`src/rtl/flash_pkg.sv`:
```
// Shared types for the NAND flash command front-end.
//   nfc_op_e      operation codes presented to the NFC
//   seq_status_e  per-command response status
//   seq_state_e   sequencer FSM states
//   seq_cmd_t     queued command {op, addr, tag} at the default widths
package flash_pkg;

   localparam int unsigned SeqAddrW = 16;
   localparam int unsigned SeqTagW  = 4;

   typedef enum logic [2:0] {
      OpProgram = 3'b001,
      OpRead    = 3'b010,
      OpReset   = 3'b011,
      OpErase   = 3'b100,
      OpReadId  = 3'b101
   } nfc_op_e;

   typedef enum logic [2:0] {
      SeqOk      = 3'd0,
      SeqPerr    = 3'd1,
      SeqEerr    = 3'd2,
      SeqRerr    = 3'd3,
      SeqTimeout = 3'd4,
      SeqIllegal = 3'd5
   } seq_status_e;

   typedef enum logic [1:0] {
      StIdle,
      StIssue,
      StWait,
      StResp
   } seq_state_e;

   // op stays a raw vector so illegal host codes survive the queue.
   typedef struct packed {
      logic [2:0]          op;
      logic [SeqAddrW-1:0] addr;
      logic [SeqTagW-1:0]  tag;
   } seq_cmd_t;

   function automatic logic is_legal_op(input logic [2:0] op);
      return (op >= 3'b001) && (op <= 3'b101);
   endfunction

   // Program error outranks erase error, which outranks read error.
   function automatic seq_status_e err_status(input logic perr, input logic eerr,
                                              input logic rerr);
      if (perr) return SeqPerr;
      if (eerr) return SeqEerr;
      if (rerr) return SeqRerr;
      return SeqOk;
   endfunction

endpackage

```
`src/rtl/flash_cmd_fifo.sv`:
```
// Synchronous command FIFO with asynchronous active-high reset.
//   clk, rst      clock and asynchronous reset (flushes the queue)
//   push, wdata   write request and payload (ignored when full)
//   pop, rdata    read request and head-of-queue payload (ignored when empty)
//   full, empty   occupancy flags
//   count         number of stored entries, 0..DEPTH
module flash_cmd_fifo
   import flash_pkg::*;
#(
   parameter int unsigned DEPTH = 8,
   parameter type payload_t = seq_cmd_t
) (
   input  logic                   clk,
   input  logic                   rst,
   input  logic                   push,
   input  payload_t               wdata,
   input  logic                   pop,
   output payload_t               rdata,
   output logic                   full,
   output logic                   empty,
   output logic [$clog2(DEPTH):0] count
);

   localparam int unsigned AW = $clog2(DEPTH);
   localparam logic [AW:0] FullCount = (AW+1)'(DEPTH);

   payload_t    mem [DEPTH];
   // The extra top pointer bit separates a full queue from an empty one.
   logic [AW:0] wptr_q, rptr_q;
   logic        do_push, do_pop;

   assign do_push = push && !full;
   assign do_pop  = pop && !empty;

   always_ff @(posedge clk or posedge rst) begin
      if (rst) begin
         wptr_q <= '0;
         rptr_q <= '0;
      end else begin
         if (do_push) wptr_q <= wptr_q + 1'b1;
         if (do_pop)  rptr_q <= rptr_q + 1'b1;
      end
   end

   always_ff @(posedge clk) begin
      if (do_push) mem[wptr_q[AW-1:0]] <= wdata;
   end

   assign rdata = mem[rptr_q[AW-1:0]];
   assign count = wptr_q - rptr_q;
   assign full  = (count == FullCount);
   assign empty = (wptr_q == rptr_q);

endmodule

```
`src/rtl/flash_cmd_sequencer.sv`:
```
// Command front-end for the NAND flash controller: queues host operations and
// issues them one at a time on the nfc_strt/nfc_done handshake, with completion
// timeout, bounded retry on NFC error flags and a tagged response per command.
//   clk, rst                     clock, asynchronous active-high reset
//   cmd_valid/ready/op/addr/tag  host command push interface
//   nfc_cmd, RWA, nfc_strt       operation, row address and start pulse to NFC
//   nfc_done, PErr, EErr, RErr   NFC completion level and error flags
//   rsp_valid/ready/tag/status/retries  response handshake to host
//   busy                         FSM not idle
//   q_count                      FIFO occupancy
module flash_cmd_sequencer
   import flash_pkg::*;
#(
   parameter int unsigned DEPTH          = 8,
   parameter int unsigned ADDR_W         = 16,
   parameter int unsigned TAG_W          = 4,
   parameter int unsigned TIMEOUT_CYCLES = 65536,
   parameter int unsigned MAX_RETRY      = 2
) (
   input  logic                   clk,
   input  logic                   rst,
   input  logic                   cmd_valid,
   output logic                   cmd_ready,
   input  logic [2:0]             cmd_op,
   input  logic [ADDR_W-1:0]      cmd_addr,
   input  logic [TAG_W-1:0]       cmd_tag,
   output logic [2:0]             nfc_cmd,
   output logic [ADDR_W-1:0]      RWA,
   output logic                   nfc_strt,
   input  logic                   nfc_done,
   input  logic                   PErr,
   input  logic                   EErr,
   input  logic                   RErr,
   output logic                   rsp_valid,
   input  logic                   rsp_ready,
   output logic [TAG_W-1:0]       rsp_tag,
   output logic [2:0]             rsp_status,
   output logic [2:0]             rsp_retries,
   output logic                   busy,
   output logic [$clog2(DEPTH):0] q_count
);

   typedef struct packed {
      logic [2:0]        op;
      logic [ADDR_W-1:0] addr;
      logic [TAG_W-1:0]  tag;
   } cmd_t;

   localparam int unsigned TmoW = $clog2(TIMEOUT_CYCLES);
   // Leaving WAIT as the counter becomes TIMEOUT_CYCLES-1 puts rsp_valid
   // exactly TIMEOUT_CYCLES cycles after WAIT entry.
   localparam logic [TmoW-1:0] TmoLast  = TmoW'(TIMEOUT_CYCLES - 2);
   localparam logic [2:0]      MaxRetry = 3'(MAX_RETRY);

   seq_state_e        state_q, state_d;
   cmd_t              cur_q, cur_d, head, wr_cmd;
   logic [2:0]        retries_q, retries_d;
   logic [TmoW-1:0]   tmo_q, tmo_d;
   logic              done_q, done_rise;
   logic              strt_q, strt_d;
   logic [2:0]        nfc_cmd_q, nfc_cmd_d;
   logic [ADDR_W-1:0] rwa_q, rwa_d;
   logic              rsp_valid_q, rsp_valid_d;
   logic [TAG_W-1:0]  rsp_tag_q, rsp_tag_d;
   seq_status_e       rsp_status_q, rsp_status_d, done_status;
   logic [2:0]        rsp_retries_q, rsp_retries_d;
   logic              fifo_full, fifo_empty, pop;

   assign wr_cmd = '{op: cmd_op, addr: cmd_addr, tag: cmd_tag};

   flash_cmd_fifo #(
      .DEPTH     (DEPTH),
      .payload_t (cmd_t)
   ) u_fifo (
      .clk   (clk),
      .rst   (rst),
      .push  (cmd_valid),
      .wdata (wr_cmd),
      .pop   (pop),
      .rdata (head),
      .full  (fifo_full),
      .empty (fifo_empty),
      .count (q_count)
   );

   // A done level already high when WAIT is entered never forms a rising edge.
   assign done_rise   = nfc_done && !done_q;
   assign done_status = err_status(PErr, EErr, RErr);

   always_ff @(posedge clk or posedge rst) begin
      if (rst) begin
         state_q       <= StIdle;
         cur_q         <= '0;
         retries_q     <= '0;
         tmo_q         <= '0;
         done_q        <= 1'b0;
         strt_q        <= 1'b0;
         nfc_cmd_q     <= '0;
         rwa_q         <= '0;
         rsp_valid_q   <= 1'b0;
         rsp_tag_q     <= '0;
         rsp_status_q  <= SeqOk;
         rsp_retries_q <= '0;
      end else begin
         state_q       <= state_d;
         cur_q         <= cur_d;
         retries_q     <= retries_d;
         tmo_q         <= tmo_d;
         done_q        <= nfc_done;
         strt_q        <= strt_d;
         nfc_cmd_q     <= nfc_cmd_d;
         rwa_q         <= rwa_d;
         rsp_valid_q   <= rsp_valid_d;
         rsp_tag_q     <= rsp_tag_d;
         rsp_status_q  <= rsp_status_d;
         rsp_retries_q <= rsp_retries_d;
      end
   end

   always_comb begin
      state_d       = state_q;
      cur_d         = cur_q;
      retries_d     = retries_q;
      tmo_d         = tmo_q;
      strt_d        = 1'b0;
      nfc_cmd_d     = nfc_cmd_q;
      rwa_d         = rwa_q;
      rsp_valid_d   = rsp_valid_q;
      rsp_tag_d     = rsp_tag_q;
      rsp_status_d  = rsp_status_q;
      rsp_retries_d = rsp_retries_q;
      pop           = 1'b0;

      unique case (state_q)
         StIdle: begin
            if (!fifo_empty) begin
               pop   = 1'b1;
               cur_d = head;
               if (is_legal_op(head.op)) begin
                  state_d = StIssue;
               end else begin
                  state_d       = StResp;
                  rsp_tag_d     = head.tag;
                  rsp_status_d  = SeqIllegal;
                  rsp_retries_d = '0;
               end
            end
         end
         StIssue: begin
            strt_d    = 1'b1;
            nfc_cmd_d = cur_q.op;
            rwa_d     = cur_q.addr;
            tmo_d     = '0;
            state_d   = StWait;
         end
         StWait: begin
            tmo_d = tmo_q + 1'b1;
            if (done_rise) begin
               if (done_status != SeqOk && cur_q.op != OpReset && retries_q < MaxRetry) begin
                  retries_d = retries_q + 1'b1;
                  state_d   = StIssue;
               end else begin
                  state_d       = StResp;
                  rsp_tag_d     = cur_q.tag;
                  rsp_status_d  = done_status;
                  rsp_retries_d = retries_q;
               end
            end else if (tmo_q == TmoLast) begin
               state_d       = StResp;
               rsp_tag_d     = cur_q.tag;
               rsp_status_d  = SeqTimeout;
               rsp_retries_d = retries_q;
            end
         end
         StResp: begin
            rsp_valid_d = 1'b1;
            if (rsp_valid_q && rsp_ready) begin
               rsp_valid_d = 1'b0;
               retries_d   = '0;
               state_d     = StIdle;
            end
         end
         default: state_d = StIdle;
      endcase
   end

   assign cmd_ready   = !fifo_full;
   assign nfc_cmd     = nfc_cmd_q;
   assign RWA         = rwa_q;
   assign nfc_strt    = strt_q;
   assign rsp_valid   = rsp_valid_q;
   assign rsp_tag     = rsp_tag_q;
   assign rsp_status  = rsp_status_q;
   assign rsp_retries = rsp_retries_q;
   assign busy        = (state_q != StIdle);

endmodule

```
`config.mk`:
```
export PLATFORM = sky130hd
export DESIGN_NAME = flash_cmd_sequencer
export DESIGN_NICKNAME = d
export VERILOG_FILES = /design/src/rtl/flash_pkg.sv /design/src/rtl/flash_cmd_fifo.sv /design/src/rtl/flash_cmd_sequencer.sv
export SDC_FILE = /design/constraint.sdc
export NUM_CORES = 1
export LEC_CHECK = 0
export CORE_MARGIN = 8
export CORE_UTILIZATION = 63
export DETAILED_ROUTE_END_ITERATION = 10
export PLACE_DENSITY_LB_ADDON = 0.1
export SYNTH_ARGS = -nofsm -noshare
export SYNTH_HDL_FRONTEND = slang
export SYNTH_SLANG_ARGS = --single-unit
export TNS_END_PERCENT = 5
```
`constraint.sdc`:
```
create_clock -name clk -period 12.3 [get_ports clk]
set_clock_uncertainty 0.2 [all_clocks]
set_input_delay 3.69 -clock clk [delete_from_list [all_inputs] [get_ports clk]]
set_output_delay 3.69 -clock clk [all_outputs]
set_load 0.01 [all_outputs]
```
==> impl_metrics.json, run 1 <==
{
  "outcome": "finished clean",
  "rows": 47,
  "ys_seq_elements": 268,
  "area_growth_pct": 16.68,
  "setup_slack_ns": 4.724,
  "cellPowerDensity_nw_per_um2": 257.2,
  "finalCriticalPeriod_ns": 7.577,
  "place_congestion": 0.8222,
  "clkSinkCount": 268,
  "yosys_warnings": 0,
  "die_width_um": 146.5,
  "synth_area_sq_um": 10720,
  "dr_total_vias": 5527,
  "crit_fanout": 45,
  "seq_area_frac_synth": 0.7114,
  "postCtsHoldBufs": 0,
  "dpl_cell_area_sq_um": 11680,
  "n_antenna_cell": 0,
  "track_usage": 0.1928,
  "grt_max_degree": 85,
  "start_kind": "flip-flop",
  "crit_chain": "buf_4 > ha_1 > inv_1 > fa_1 > xor2_1 > or3_1 > or3_1 > clkdlybuf4s50_1",
  "maxSlewViolCount": 0,
  "pre_cts_ws_ns": 5.200,
  "pwr-share-comb": 0.357,
  "numCtsBuffers": 27,
  "drc": 0,
  "numPortBuffers": 67,
  "path_common_cell": "or3_1",
  "dieArea_sq_um": 21450,
  "netSwitchingFraction": 0.3178,
  "synth-edff-count": 184,
  "clk_latency_ns": 0.52,
  "cts_tree": "built",
  "routed_wl_um": 20320,
  "core_area_sq_um": 16580,
  "syn_avg_cell_area_sq_um": 17.49,
  "clk_path_buf_depth": 3,
  "vias_per_cell": 5.924,
  "h-tree-depth": 1,
  "cts_setup_buffers": 0,
  "p_clk_frac": 0.237,
  "wire_per_inst_um": 21.78,
  "drt_iter0_drc": 514,
  "fmax_mhz": 132.0,
  "relSlewSlack": 0.3016,
  "grt_pass1_wl_um": 32370,
  "tightestPinTransition_ns": 1.048,
  "rsz0062_at_grt": "false",
  "antenna_found_initial": 0,
  "cpPeakStageDelay_ns": 0.65,
  "synth_cell_types": 51,
  "hold_class": "flip-flop to flip-flop",
  "hold_violations": 0,
  "fin_nets": 738,
  "stdcell_area_sq_um": 12510,
  "min_to": "cur_q[4]",
  "fillers": 1013,
  "post_cts_resized": 0,
  "finalSetupViolCount": 0,
  "p_int_w": 0.002195,
  "antenna_left": 0,
  "hp-start": "cur_q[4]",
  "grt_pass1_vias": 5740,
  "clk_pin_slew_ns": 0.06,
  "timing.final.crit_share": 0.6160,
  "synthFlopType": "edfxtp_1",
  "tns_ns": 0,
  "leakagePower_nw": 4.559,
  "io_pins": 68,
  "hold_depth": 2,
  "r2r_slack_ns": 8.45,
  "dieHeight_um": 146.5,
  "rr_endpoint": "u_fifo.wptr_q[3]",
  "place_hpwl_um": 11830,
  "cp.required_ns": 8.41,
  "async_reset_ff_frac": 0.3134,
  "first_pass_iters": 6,
  "critical_path_class": "flip-flop to output port",
  "rr_worst_depth": 10,
  "seq_power_share": 0.406,
  "ir_drop_mv": 0.1518,
  "grt_overflow": 0,
  "switchingPower_w": 0.001022,
  "crit_arrival_ns": 3.69,
  "start_util": 0.6465,
  "r2r_start": "u_fifo.rptr_q[0]",
  "cts_root_buffer": "clkbuf_16",
  "cp_slowest_cell": "buf_4",
  "cp-end-kind": "output port",
  "drive_above_1_share": 0.1978,
  "synthCells": 613,
  "synth_nets": 657,
  "cap_violations": 0
}
cells in the final DEF (no fill, tap or decap), types with 3 or more instances in the layout:
cell	Yosys	final
mux2i_4	3	3
or3_1	3	3
mux4_2	46	46
clkbuf_1	17	12
o21ai_1	24	24
nor3_2	0	4
nor4_2	1	3
nor3_1	8	4
xnor2_1	7	7
clkdlybuf4s50_1	0	67
and3_1	5	5
a21oi_1	5	5
mux2_2	19	19
dfrtp_1	84	82
nand2_1	46	46
nor2_1	22	22
ha_1	12	12
xor2_1	12	12
nand4_1	3	3
inv_1	15	14
edfxtp_1	184	184
buf_4	0	11
mux2i_1	22	22
clkinv_2	0	3
clkbuf_16	0	28
nand3_1	11	11
o21ai_0	12	12
mux2_4	7	7
final cells by class:
class | instances | area, sq um | area share
Sequential cell | 268 | 7630 | 0.6099
Multi-Input combinational cell | 302 | 2957 | 0.2363
Clock buffer | 42 | 773.2 | 0.06181
Timing Repair Buffer | 78 | 753.2 | 0.06021
Tap cell | 220 | 275.3 | 0.02200
Inverter | 17 | 65.06 | 0.005201
Clock inverter | 6 | 56.30 | 0.004501
state kept, by name, indices dropped and copies added, names as in the netlist:
signal / flops
done_q: 1
rsp_status: 3
u_fifo.mem: 184
u_fifo.rptr_q: 4
rsp_retries: 3
rsp_tag: 4
state_q: 2
RWA: 16
tmo_q: 16
u_fifo.wptr_q: 4
nfc_strt: 1
nfc_cmd: 3
cur_q: 23
retries_q: 3
rsp_valid: 1
power groups by stage:
stage	Sequential, W	Clock [W]	Combinational [W]
2_1_floorplan	0.00130	0	0.000788
3_3_place_gp	0.00130	0	0.00112
3_5_place_dp	0.00132	0	0.00116
4_1_cts	0.00131	0.000776	0.00117
5_1_grt	0.00133	0.000809	0.00125
6_report	0.00131	0.000761	0.00115
kinds of logic (layout without fill, tap and decap cells):
family / count (synthesis) / count (layout) / share of synthesized area
flops: 268 / 268 / 0.7114
compound gates: 55 / 55 / 0.02976
mux: 99 / 99 / 0.1553
fa+ha+maj: 13 / 13 / 0.01587
simple gates: 116 / 116 / 0.05497
xor+xnor: 19 / 19 / 0.01552
buf+inv: 43 / 143 / 0.01715
cell usage after synthesis, types with 2 or more instances:
cell type / number / area, sq um
inv_1: 15 / 56.30
a21oi_1: 5 / 25.02
nor3_1: 8 / 40.04
mux2i_1: 22 / 220.2
a22o_1: 2 / 17.52
nor2_1: 22 / 82.58
nand2b_1: 2 / 12.51
o31ai_1: 2 / 15.01
edfxtp_1: 184 / 5525
xnor2_1: 7 / 61.31
clkbuf_1: 17 / 63.81
nand4_1: 3 / 18.77
nand3_1: 11 / 55.05
mux2_4: 7 / 105.1
nand2_1: 46 / 172.7
mux4_2: 46 / 1036
o21ai_1: 24 / 120.1
mux2i_4: 3 / 67.56
nor3b_1: 2 / 15.01
inv_2: 2 / 7.510
and3_1: 5 / 31.28
nor2b_1: 2 / 12.51
or3_1: 3 / 18.77
buf_6: 2 / 22.52
dfrtp_1: 84 / 2102
ha_1: 12 / 150.1
buf_2: 6 / 30.03
mux2_2: 19 / 214.0
nor4_1: 2 / 12.51
o22ai_1: 2 / 12.51
o21ai_0: 12 / 60.06
mux2_1: 2 / 22.52
and4_1: 2 / 17.52
xor2_1: 12 / 105.1
o21a_1: 2 / 15.01
worst max-delay path: cells and delay by family, from the launching register on:
| kind | cells | cell delay (ns) |
|---|---|---|
| adders and majority gates | 2 | 0.68 |
| and+or+nand+nor | 2 | 0.71 |
| buffers and inverters | 3 | 1.21 |
| DFF | 1 | 0.34 |
| xor gates and xnor gates | 1 | 0.19 |
layer usage:
layer,vias up,global-route usage,share of wire
li1,2509,-,-
met1,2811,0.2478,0.41
met2,176,0.3331,0.50
met3,31,0.03708,0.061
met4,0,0.04740,0.020
met5,-,0,0
stage by stage:
step                        util  std cells  hold slack, ns  power [W]
after detailed placement  0.7043        885          0.2742   0.002477
after floorplan                -        613          0.2500   0.002091
after CTS                 0.7543        933          0.2870   0.003250
final                     0.7543        933          0.2839   0.003217
after global routing      0.7543        933          0.3071   0.003387
after global placement    0.7043        885          0.2642   0.002426
worst max-delay path by stage:
stage,from,to,slack (ns),cells after the start
after floorplan,cmd_valid,u_fifo.mem[2][0],5.34,2
after global placement,u_fifo.rptr_q[0],cmd_ready,5.31,8
after detailed placement,u_fifo.rptr_q[0],cmd_ready,5.20,8
after CTS,u_fifo.rptr_q[0],cmd_ready,4.64,8
after global routing,u_fifo.rptr_q[0],cmd_ready,4.46,8
final,u_fifo.rptr_q[0],cmd_ready,4.72,8
No activity file was read; power rests on OpenSTA's default activity.
==> run 2: changes to the inputs <==
--- a/config.mk
+++ b/config.mk
@@ -6,7 +6,7 @@
 export NUM_CORES = 1
 export LEC_CHECK = 0
 export CORE_MARGIN = 8
-export CORE_UTILIZATION = 63
+export CORE_UTILIZATION = 59
 export DETAILED_ROUTE_END_ITERATION = 10
 export PLACE_DENSITY_LB_ADDON = 0.1
 export SYNTH_ARGS = -nofsm -noshare
==> constraint.sdc (replaced) <==
create_clock -name clk -period 7.6 [get_ports clk]
set_clock_uncertainty 0.2 [all_clocks]
set_input_delay 2.28 -clock clk [delete_from_list [all_inputs] [get_ports clk]]
set_output_delay 2.28 -clock clk [all_outputs]
set_load 0.01 [all_outputs]
==> run 2 against run 1 <==
Against the previous run:
- clock-buffer cell count fell by 7
- largest cell class unchanged
- core utilization decreased by 5.3 points
- critical path depth fell by 2
- highest routed layer unchanged
- sequential share of layout area decreased by 0.19 points
- non-clock buffer count stayed put
- final cell count up 1.1%
- largest power group unchanged
- via count fell by 2.0%
- register-to-register slack worse by 4.6 ns
- hold slack worse by 0.0015 ns
- clock power up 63%
- sequential cell count stayed put
==> impl_metrics.json, run 2 (synthesized netlist as in run 1, its figures left out) <==
{
  "vias_per_cell": 5.742,
  "hold_violations": 0,
  "rr_endpoint": "u_fifo.mem[6][10]",
  "fillers": 1151,
  "seq_power_share": 0.405,
  "path_common_cell": "or3_1",
  "fin_nets": 738,
  "drive_above_1_share": 0.2101,
  "wire_per_inst_um": 21.11,
  "largest_reg_flops": 184,
  "antenna_left": 0,
  "cts_setup_buffers": 0,
  "hold_depth": 2,
  "min_to": "cur_q[19]",
  "leakagePower_nw": 4.574,
  "cp-end-kind": "output port",
  "postCtsHoldBufs": 0,
  "grt_max_degree": 62,
  "crit_fanout": 18,
  "crit_chain": "inv_2 > ha_1 > xor2_1 > or3_1 > or3_1 > clkdlybuf4s50_1",
  "finalCriticalPeriod_ns": 6.084,
  "finalPower_w": 0.005200,
  "register_area_sq_um": 7630,
  "core_area_sq_um": 17900,
  "rows": 49,
  "cellPowerDensity_nw_per_um2": 414.4,
  "rsz0062_at_grt": "false",
  "r2r_start": "u_fifo.rptr_q[2]",
  "cap_violations": 0,
  "p_clk_frac": 0.239,
  "netSwitchingFraction": 0.3207,
  "crit_arrival_ns": 3.60,
  "post_cts_resized": 0,
  "hold_class": "flip-flop to flip-flop",
  "critPathTopFamily": "buffers and inverters",
  "ir_drop_mv": 0.3551,
  "drc": 0,
  "start_kind": "flip-flop",
  "hp-start": "cur_q[19]",
  "cp_slowest_cell": "dfrtp_1",
  "n_antenna_cell": 0,
  "fmax_mhz": 164.4,
  "clk_pin_slew_ns": 0.06,
  "antenna_found_initial": 0,
  "drt_iter0_drc": 354,
  "io_pins": 68,
  "numCtsBuffers": 27,
  "r2r_slack_ns": 3.83,
  "dieArea_sq_um": 22740,
  "track_usage": 0.1823,
  "area_growth_pct": 17.04,
  "multi_input_area_sq_um": 2957,
  "maxSlewViolCount": 0,
  "relSlewSlack": 0.4166,
  "routed_wl_um": 19910,
  "clk_path_buf_depth": 3,
  "tightestPinTransition_ns": 0.8751,
  "clk_latency_ns": 0.53,
  "h-tree-depth": 1,
  "start_util": 0.5989,
  "p_int_w": 0.003532,
  "die_width_um": 150.8,
  "cp.buffers_inverters": 2,
  "layout_commonest_cell": "edfxtp_1",
  "place_congestion": 0.7951,
  "cpPeakStageDelay_ns": 0.77,
  "cp.required_ns": 5.12,
  "numPortBuffers": 67,
  "grt_pass1_wl_um": 31820,
  "switchingPower_w": 0.001668,
  "tns_ns": 0,
  "outcome": "finished clean",
  "cts_tree": "built",
  "clkSinkCount": 268,
  "rr_worst_depth": 8,
  "critical_path_class": "flip-flop to output port",
  "timing.final.crit_share": 0.8005,
  "place_hpwl_um": 12030,
  "dieHeight_um": 150.8,
  "first_pass_iters": 4,
  "finalSetupViolCount": 0,
  "grt_pass1_vias": 5664,
  "pwr-share-comb": 0.356,
  "dr_total_vias": 5415,
  "cts_root_buffer": "clkbuf_16",
  "mostFrequentLayoutCells": "184 x edfxtp_1, 82 x dfrtp_1, 67 x clkdlybuf4s50_1",
  "grt_overflow": 0
}
[run 2: changes by cell type in the layout (fill, tap and decap cells not counted), moves of 2 or more]
cell and change:
clkbuf_1 -10, clkbuf_8 +4, clkinv_1 +2, clkinv_2 +3, clkinvlp_4 +3
[run 2: area by class of cell]
type                    instances  share of cell area
clock buffers                  35             0.06102
clock inverters                14            0.007279
inverters                      17            0.005185
multi-input cells             302              0.2356
flip-flops and latches        268              0.6080
well taps                     229             0.02283
repair buffers                 78             0.06003
[run 2: power by group through the flow]
| stage | combinational [W] | sequential, W | clock [W] |
|---|---|---|---|
| global placement | 0.00183 | 0.00211 | 0 |
| global route | 0.00202 | 0.00215 | 0.00133 |
| CTS | 0.00188 | 0.00211 | 0.00127 |
| detailed placement | 0.00188 | 0.00214 | 0 |
| floorplan | 0.00127 | 0.00211 | 0 |
| finish | 0.00185 | 0.00211 | 0.00124 |
[run 2: per-stage QoR]
step	util	worst slack (ns)	cells	area, sq um	hold WS (ns)
after floorplan	-	2.055	613	10720	0.2500
after global placement	0.6531	2.114	894	11690	0.2642
after detailed placement	0.6531	2.036	894	11690	0.2725
after CTS	0.7009	1.465	943	12550	0.2898
after global routing	0.7009	1.342	943	12550	0.2946
final	0.7009	1.516	943	12550	0.2825
[run 2: how the worst max path moves through the flow]
stage,startpoint,end,slack (ns),cells after the start
finish,u_fifo.rptr_q[2],cmd_ready,1.52,6
global route,u_fifo.rptr_q[2],cmd_ready,1.34,6
CTS,u_fifo.rptr_q[2],cmd_ready,1.47,6
detailed placement,u_fifo.rptr_q[2],cmd_ready,2.04,6
global placement,u_fifo.rptr_q[2],cmd_ready,2.11,6
floorplan,cmd_valid,u_fifo.mem[2][0],2.05,2
[run 2: worst min-delay path, delay by kind of cell, from the launching register on]
| family | cells | cell delay [ns] |
|---|---|---|
| AOI/OAI and AO/OA | 1 | 0.06 |
| DFF | 1 | 0.33 |
| and+or+nand+nor | 1 | 0.05 |
[run 2: metal layers]
| layer | routed length, um | global-route usage |
|---|---|---|
| met1 | 8948 | 0.2589 |
| met2 | 9561 | 0.2931 |
| met5 | 0 | 0 |
| met3 | 1076 | 0.02868 |
| met4 | 324 | 0.04503 |
==> run 3: changes to the inputs <==
--- a/config.mk
+++ b/config.mk
@@ -6,7 +6,7 @@
 export NUM_CORES = 1
 export LEC_CHECK = 0
 export CORE_MARGIN = 8
-export CORE_UTILIZATION = 59
+export CORE_UTILIZATION = 53
 export DETAILED_ROUTE_END_ITERATION = 10
 export PLACE_DENSITY_LB_ADDON = 0.1
 export SYNTH_ARGS = -nofsm -noshare
==> constraint.sdc (replaced) <==
create_clock -name clk -period 5.2 [get_ports clk]
set_clock_uncertainty 0.2 [all_clocks]
set_input_delay 1.56 -clock clk [delete_from_list [all_inputs] [get_ports clk]]
set_output_delay 1.56 -clock clk [all_outputs]
set_load 0.01 [all_outputs]
==> run 3 against run 2 <==
Against the previous run:
- clock-buffer cell count is 4 higher
- design area is 1.1% higher
- critical path depth is 1 higher
- sequential cell count stayed put
- critical endpoint unchanged
- first-iteration DRC count is 7.6% lower
- clock power is 57% higher
- non-clock buffer count is 3 higher
- via count is 1.4% higher
- combinational power is 50% higher
- highest routed layer unchanged
- routed wire length is 4.7% higher
- setup slack worse by 1.3 ns
==> impl_metrics.json, run 3 (synthesized netlist as in run 1, its figures left out) <==
{
  "io_pins": 68,
  "top_layer": "met4",
  "min_to": "cur_q[14]",
  "place_hpwl_um": 12500,
  "cts_tree": "built",
  "finalSetupViolCount": 0,
  "whs_ns": 0.2864,
  "grt_pass1_vias": 5864,
  "crit_fanout": 8,
  "wl_met3_um": 1181,
  "layout_commonest_cell": "edfxtp_1",
  "drt_iter0_drc": 327,
  "antenna_left": 0,
  "cp.required_ns": 3.44,
  "finalCriticalPeriod_ns": 5.006,
  "clkSinkCount": 268,
  "timing.final.crit_share": 0.9627,
  "clk_path_buf_depth": 3,
  "h-tree-depth": 1,
  "largest_reg_flops": 184,
  "p_clk_frac": 0.250,
  "grt_overflow": 0,
  "drc": 0,
  "hp-start": "cur_q[14]",
  "setup_slack_ns": 0.1941,
  "clk_pin_slew_ns": 0.06,
  "die_width_um": 158.2,
  "wire_per_inst_um": 21.04,
  "cellPowerDensity_nw_per_um2": 612.7,
  "maxSlewViolCount": 0,
  "drive_above_1_share": 0.2083,
  "grt_max_degree": 51,
  "pre_cts_ws_ns": 0.7565,
  "critical_path_class": "flip-flop to output port",
  "hold_violations": 0,
  "core_area_sq_um": 20040,
  "fin_nets": 742,
  "rsz0062_at_grt": "false",
  "dieArea_sq_um": 25040,
  "numPortBuffers": 67,
  "leakagePower_nw": 4.619,
  "r2r_start": "u_fifo.wptr_q[0]",
  "r2r_slack_ns": 1.74,
  "post_cts_resized": 0,
  "relSlewSlack": 0.3700,
  "drt-met1-wl_um": 9266,
  "postCtsHoldBufs": 0,
  "ir_drop_mv": 0.4255,
  "cap_violations": 0,
  "dr_total_vias": 5492,
  "start_kind": "flip-flop",
  "rr_endpoint": "u_fifo.wptr_q[3]",
  "hold_class": "flip-flop to flip-flop",
  "cp-end-kind": "output port",
  "dieHeight_um": 158.2,
  "netSwitchingFraction": 0.3189,
  "pwr-share-comb": 0.356,
  "rows": 52,
  "switchingPower_w": 0.002479,
  "tightestPinTransition_ns": 0.9450,
  "place_congestion": 0.8273,
  "routed_wl_um": 20850,
  "rr_worst_depth": 9,
  "wl_met2_um": 9992,
  "outcome": "finished clean",
  "dpl_cell_area_sq_um": 11770,
  "track_usage": 0.1751,
  "mostFrequentLayoutCells": "184 x edfxtp_1, 82 x dfrtp_1, 67 x clkdlybuf4s50_1",
  "cts_root_buffer": "clkbuf_16",
  "crit_arrival_ns": 3.25,
  "cts_setup_buffers": 0,
  "hold_depth": 2,
  "clk_latency_ns": 0.53,
  "grt_pass1_wl_um": 33260,
  "antenna_found_initial": 1,
  "stdcell_area_sq_um": 12690,
  "area_growth_pct": 18.35,
  "seq_power_share": 0.394,
  "first_pass_iters": 5,
  "start_util": 0.5350,
  "numCtsBuffers": 28,
  "fmax_mhz": 199.8,
  "tns_ns": 0,
  "p_int_w": 0.005296,
  "vias_per_cell": 5.542
}
## run 3: worst max-delay path, cell delays in order (launching register included)
cell and delay, ns:
dfrtp_1 0.56, inv_1 0.16, ha_1 0.24, inv_1 0.07, fa_1 0.42, or3_1 0.41, or3_1 0.35, clkdlybuf4s50_1 0.50
## run 3: cell type report
cell class	count	area (sq um)
clock inverter	13	118.9
multi-input combinational	302	2965
sequential	268	7630
timing repair buffer	81	775.7
inverter	17	65.06
tap	270	337.8
antenna	1	2.502
clock buffer	39	793.3
fill	1474	7351
## run 3: stage by stage
| step | cells | utilization | power (W) |
|---|---|---|---|
| 3_3_place_gp | 938 | 0.5875 | 0.005820 |
| 2_1_floorplan | 613 | - | 0.004947 |
| 5_1_grt | 991 | 0.6332 | 0.008216 |
| 6_report | 991 | 0.6332 | 0.007775 |
| 4_1_cts | 990 | 0.6331 | 0.007881 |
| 3_5_place_dp | 938 | 0.5875 | 0.005917 |
## run 3: worst max path at each step
stage | endpoint | slack, ns | cells after the start | from
floorplan | u_fifo.mem[0][0] | 0.03 | 9 | u_fifo.rptr_q[2]
global placement | cmd_ready | 0.82 | 7 | u_fifo.wptr_q[0]
detailed placement | cmd_ready | 0.76 | 7 | u_fifo.wptr_q[0]
CTS | cmd_ready | 0.18 | 7 | u_fifo.wptr_q[0]
global route | cmd_ready | 0.07 | 7 | u_fifo.wptr_q[0]
finish | cmd_ready | 0.19 | 7 | u_fifo.wptr_q[0]
## run 3: layer usage
metal / up-vias / GRT usage
met2: 132 / 0.2836
met4: 0 / 0.04670
li1: 2521 / -
met1: 2807 / 0.2416
met5: - / 0
met3: 32 / 0.03112
## run 3: power by group through the flow
stage	clock network [W]	registers [W]	logic (W)
global route	0.00208	0.00312	0.00302
floorplan	0	0.00308	0.00187
CTS	0.00200	0.00307	0.00282
detailed placement	0	0.00310	0.00281
global placement	0	0.00307	0.00275
finish	0.00195	0.00306	0.00277
